[src/rtl/rails_pkg.sv]
// rtl/rails_pkg.sv - shared states and constants for the rails arbiter
package rails_pkg;
  localparam int MAX_TRAINS = 10;
  localparam int TW = 4;

  typedef enum logic [2:0] {IDLE, NUM, DATA, PUSH, CHECK, DONE} state_t;
endpackage

[src/rtl/rails_stack.sv]
// rtl/rails_stack.sv - LIFO station stack of train numbers
module rails_stack #(
  parameter int DEPTH = rails_pkg::MAX_TRAINS,
  parameter int W = rails_pkg::TW
) (
  input  logic         clk,
  input  logic         reset,
  input  logic         clr,
  input  logic         push,
  input  logic         pop,
  input  logic [W-1:0] din,
  output logic [W-1:0] top,
  output logic         empty,
  output logic         full
);
  localparam int PW = $clog2(DEPTH + 1);

  logic [W-1:0]  mem [DEPTH];
  logic [PW-1:0] sp;

  assign empty = (sp == '0);
  assign full  = (sp == PW'(DEPTH));
  assign top   = empty ? '0 : mem[sp - PW'(1)];

  // stack pointer; reset or a per-job clear empties the stack
  always_ff @(posedge clk) begin
    if (reset || clr) sp <= '0;
    else if (push && !full) sp <= sp + PW'(1);
    else if (pop && !empty) sp <= sp - PW'(1);
  end

  // entry storage, written at the current pointer on push
  always_ff @(posedge clk) begin
    if (push && !full) mem[sp] <= din;
  end
endmodule

[src/rtl/rails_arb.sv]
// rtl/rails_arb.sv - two-requester arbiter running stack-permutation jobs
module rails_arb #(
  parameter int MAX_TRAINS = rails_pkg::MAX_TRAINS
) (
  input  logic                    clk,
  input  logic                    reset,
  input  logic [1:0]              req,
  output logic [1:0]              gnt,
  input  logic [rails_pkg::TW-1:0] din1,
  input  logic [rails_pkg::TW-1:0] din2,
  input  logic [1:0]              din_vld,
  output logic [1:0]              din_rdy,
  output logic                    valid,
  output logic                    result,
  output logic                    result_id
);
  import rails_pkg::*;

  localparam logic [TW-1:0] MAXN = TW'(MAX_TRAINS);

  state_t        state, state_d;
  logic [1:0]    gnt_d, rdy_d;
  logic [TW-1:0] n_q, n_d, t_q, t_d, nxt_q, nxt_d, cnt_q, cnt_d;
  logic          fail_q, fail_d, last_q, last_d;
  logic          valid_d, result_d, id_d;
  logic          push, pop, clr, empty, full, acc;
  logic [TW-1:0] top, beat;

  assign beat = gnt[1] ? din2 : din1;
  assign acc  = |(din_vld & din_rdy);

  rails_stack #(.DEPTH(MAX_TRAINS), .W(TW)) u_stack (
    .clk(clk), .reset(reset), .clr(clr), .push(push), .pop(pop),
    .din(nxt_q), .top(top), .empty(empty), .full(full)
  );

  // state and registered outputs; last-granted pointer starts at ch2 so ch1 wins first
  always_ff @(posedge clk) begin
    if (reset) begin
      state <= IDLE; gnt <= 2'b00; din_rdy <= 2'b00;
      valid <= 1'b0; result <= 1'b0; result_id <= 1'b0;
      n_q <= '0; t_q <= '0; nxt_q <= '0; cnt_q <= '0;
      fail_q <= 1'b0; last_q <= 1'b1;
    end else begin
      state <= state_d; gnt <= gnt_d; din_rdy <= rdy_d;
      valid <= valid_d; result <= result_d; result_id <= id_d;
      n_q <= n_d; t_q <= t_d; nxt_q <= nxt_d; cnt_q <= cnt_d;
      fail_q <= fail_d; last_q <= last_d;
    end
  end

  // next-state, datapath updates and stack commands
  always_comb begin
    state_d = state; gnt_d = gnt; n_d = n_q; t_d = t_q; nxt_d = nxt_q; cnt_d = cnt_q;
    fail_d = fail_q; last_d = last_q; valid_d = 1'b0; result_d = result; id_d = result_id;
    push = 1'b0; pop = 1'b0; clr = 1'b0;
    case (state)
      IDLE: begin
        clr = 1'b1;
        fail_d = 1'b0;
        if (|req) begin
          gnt_d = (req == 2'b11) ? (last_q ? 2'b01 : 2'b10) : req;
          state_d = NUM;
        end
      end
      NUM: if (acc) begin
        n_d = beat; nxt_d = TW'(1); cnt_d = '0;
        if (beat == '0) state_d = DONE;
        else if (beat > MAXN) begin fail_d = 1'b1; state_d = DONE; end
        else state_d = DATA;
      end
      DATA: if (acc) begin
        t_d = beat;
        // once failed, beats are only counted so the stream drains
        if (fail_q || beat == '0 || beat > n_q) begin fail_d = 1'b1; state_d = CHECK; end
        else if (nxt_q <= beat) state_d = PUSH;
        else state_d = CHECK;
      end
      PUSH: begin
        push = !full;
        nxt_d = nxt_q + TW'(1);
        if (nxt_q == t_q) state_d = CHECK;
      end
      CHECK: begin
        if (!fail_q) begin
          if (!empty && top == t_q) pop = 1'b1;
          else fail_d = 1'b1;
        end
        cnt_d = cnt_q + TW'(1);
        state_d = (cnt_d == n_q) ? DONE : DATA;
      end
      DONE: begin
        state_d = IDLE; gnt_d = 2'b00; last_d = gnt[1];
      end
      default: state_d = IDLE;
    endcase
    if (state_d == DONE && state != DONE) begin
      valid_d = 1'b1; result_d = !fail_d; id_d = gnt[1];
    end
    rdy_d = (state_d == NUM || state_d == DATA) ? gnt_d : 2'b00;
  end
endmodule

[config.mk]
export PLATFORM = sky130hd
export DESIGN_NAME = rails_arb
export DESIGN_NICKNAME = d
export VERILOG_FILES = /design/src/rtl/rails_pkg.sv /design/src/rtl/rails_stack.sv /design/src/rtl/rails_arb.sv
export SDC_FILE = /design/constraint.sdc
export NUM_CORES = 1
export LEC_CHECK = 0
export BUFFER_PORTS_ARGS = -buffer_cell sky130_fd_sc_hd__buf_4
export CAP_MARGIN = 10
export CORE_MARGIN = 2
export CORE_UTILIZATION = 45
export DETAILED_ROUTE_END_ITERATION = 8
export PLACE_DENSITY = 0.61
export SKIP_CTS_REPAIR_TIMING = 1
export SYNTH_ARGS = -nofsm -noshare
export SYNTH_HDL_FRONTEND = slang
export SYNTH_SLANG_ARGS = --single-unit
[constraint.sdc]
create_clock -name clk -period 3.1 [get_ports clk]
set_clock_uncertainty 0.15 [all_clocks]
set_input_delay 0.155 -clock clk [delete_from_list [all_inputs] [get_ports clk]]
set_output_delay 0.155 -clock clk [all_outputs]
set_load 0.005 [all_outputs]
==> metrics.txt <==
first-pass GRT wire length 13600 um; vias in the first global route roughly 2600; fin area 0.00443 mm^2; antenna cells 0; area of the multi-input gates 0.00180 mm^2; drt first pass iters 4; routability congestion estimate 0.888; Setup crit end kind flip-flop; Ys Warns 0; leakage 1.65 nW; post-layout util between 50% and 60%; GRT Overall Usage 19.9%; Min-Delay Path Class input pin to flip-flop; CP Data Required Time 3.18 ns; CTS Buf Count 9; top cells by area, synth edfxtp_1 32%, dfxtp_1 17%, mux2i_1 5.1%; Final ANT Viol Nets 0; initial DRC count between 150 and 200; critical path's slowest cell mux4_1; fin crit share about 94%; Area Overhead vs Synth 18.0%; Top-Level Pins 21; row count 33; die area 0.00908 mm^2; Storage cell area 0.00184 mm^2; total grt overflow 0; Period minus WS final 2.93 ns; Syn Nets around 380; Mapped Area around 0.0038 mm^2; Initial Util 46.1%; Crit Path Class flip-flop to flip-flop; Final nets 423; Core ar. 0.00813 mm^2; Buf/Inv on CP 1; reg2reg setup slack 0.17 ns; Clock Tree Root clkbuf_8; Final Non-Filler Cells 505; Relative slew margins between 60% and 70%; Critical Path AT between 3 and 4 ns; via-per-instance ratio 5.48; clk_lat worst skew about 0.35 ns; Inst Count DP 487; antenna violations before repair 0; maximum clock rate 342 MHz; Post-synth ARST share 0%; largest net degree at the start of global routing 30; die height ~95 um; DR vias 2767; detailed placement HPWL 6050 um; Largest delay share family, worst path multiplexers; clk sinks 72; placed cell areas about 0.0042 mm^2; PortBufs 20; synthesized flop and latch total between 70 and 80; number of distinct library cells after synthesis 54; share of cells above drive strength 1 19.8%; RSZ-0062 raised after global routing false; drt wl/cell 16.5 um; # fillers between 700 and 800; CP Launch Type flip-flop; Post-synth top flop edfxtp_1; PD cells 458 mW/mm^2; Synth area leader edfxtp_1; die span in x 95.3 um; clock slew at reported path FFs 0.09 ns; MaxCap Viol Count 0; Worst Max-Slew Pin Slew 0.516 ns; Synth top area share around 32%; # setup viols final 0; Final Hold Viols 0; critical-path maximum fanout 5; Syn Inst Count between 300 and 400; CTS Buffer Depth 2; syn avg cell area 10.8 um^2; Detailed Route WL 8350 um; H-Tree Depth 3; Worst VDD drop around 0.00024 V; register area share after synthesis 49.1%; Final Max Tran Viols 0; CTS tree built; Post-synth EDFFs 40; DRC viols 0; cells along the critical path inv_1, ha_4, xor2_2, mux4_1, mux2i_1, a31oi_1, nor4_4, nor2_1, o31a_1; Pwr Total 2.03 mW; outcome finished clean; CP peak stage delay 0.57 ns
[synthesized netlist by cell type, drive strengths merged (10+ instances only)]
library cell,n
xor2,11
dfxtp,32
edfxtp,40
ha,14
mux2i,19
and2,13
a21oi,18
nand2,27
nor4,10
inv,15
o21ai,12
nor2,30
[worst register-to-register path, delay by kind of cell, from the launching register on]
family | cells | cell delay, ns
flops | 1 | 0.32
compound gates | 2 | 0.48
fa+ha+maj | 1 | 0.17
buf+inv | 1 | 0.12
mux | 2 | 0.81
simple gates | 2 | 0.54
xor+xnor | 1 | 0.22
[worst paths after layout]
kind / endpoint / cells past startpoint / from
min reg2reg: cnt_q[1] / 2 / cnt_q[1]
max reg2reg: fail_q / 9 / u_stack.sp[0]
min: result_id / 2 / reset
max: fail_q / 9 / u_stack.sp[0]
[logic make-up (layout without fill, tap and decap cells)]
logic type,count (synthesis),after routing,synth area share (%)
compound gates,75,75,13.3
xor+xnor,20,20,4.87
fa+ha+maj,14,14,4.67
buf+inv,30,81,3.40
flops,72,72,49.1
mux,27,27,9.67
simple gates,111,111,15.0
[report_power, final]
| part | total [mW] | internal (mW) | switching [mW] | leakage (nW) |
|---|---|---|---|---|
| registers | 1.03 | 1.01 | 0.0156 | 0.629 |
| clock network | 0.824 | 0.458 | 0.366 | 0.103 |
| logic | 0.180 | 0.0831 | 0.0966 | 0.918 |
[flip-flops by register name (all words and copies together), names as in the netlist]
name / flops
u_stack.mem: 40
cnt_q: 4
n_q: 4
nxt_q: 4
t_q: 4
u_stack.sp: 4
state: 3
din_rdy: 2
gnt: 2
fail_q: 1
last_q: 1
result: 1
result_id: 1
valid: 1
[layer usage]
layer  vias up  share of wire, %  GRT usage [%]
met3         8               4.6           2.53
li1       1392                 -              -
met1      1295                48           28.7
met4         0               1.3           6.88
met5         -                 0              0
met2        72                46           30.9
[cells in the final DEF, fill, tap and decap left out, types with 3 or more instances in the layout]
cell type,count
nor2b_1,3
buf_4,50
inv_1,15
nand2_1,27
mux4_2,6
o211ai_1,6
ha_1,13
o21ai_0,12
mux2i_1,19
dfxtp_1,32
nand3_1,9
nor3_1,7
nor4_1,9
a21oi_1,18
clkbuf_8,9
nor2_1,30
xnor2_1,9
o21a_1,6
a31oi_1,5
and2_1,13
edfxtp_1,40
a211oi_1,9
xor2_1,10
[area by class of cell]
class,instances,share of cell area [%]
Sequential cell,72,41.6
Clock inverter,6,2.09
Tap cell,105,2.97
Multi-Input combinational cell,247,40.7
Clock buffer,10,2.88
Timing Repair Buffer,50,8.48
Inverter,15,1.27
[metrics by stage]
stage / hold WS [ns] / setup TNS, ns / setup slack, ns
detailed placement: 0.332 / -0.0191 / -0.0191
global route: 0.0496 / 0 / 0.0374
floorplan: 0.256 / 0 / 0.139
CTS: 0.0303 / -0.0605 / -0.0458
finish: 0.0353 / 0 / 0.175
global placement: 0.324 / 0 / 0.105
Note: power is estimated with default switching activity, not from simulation.
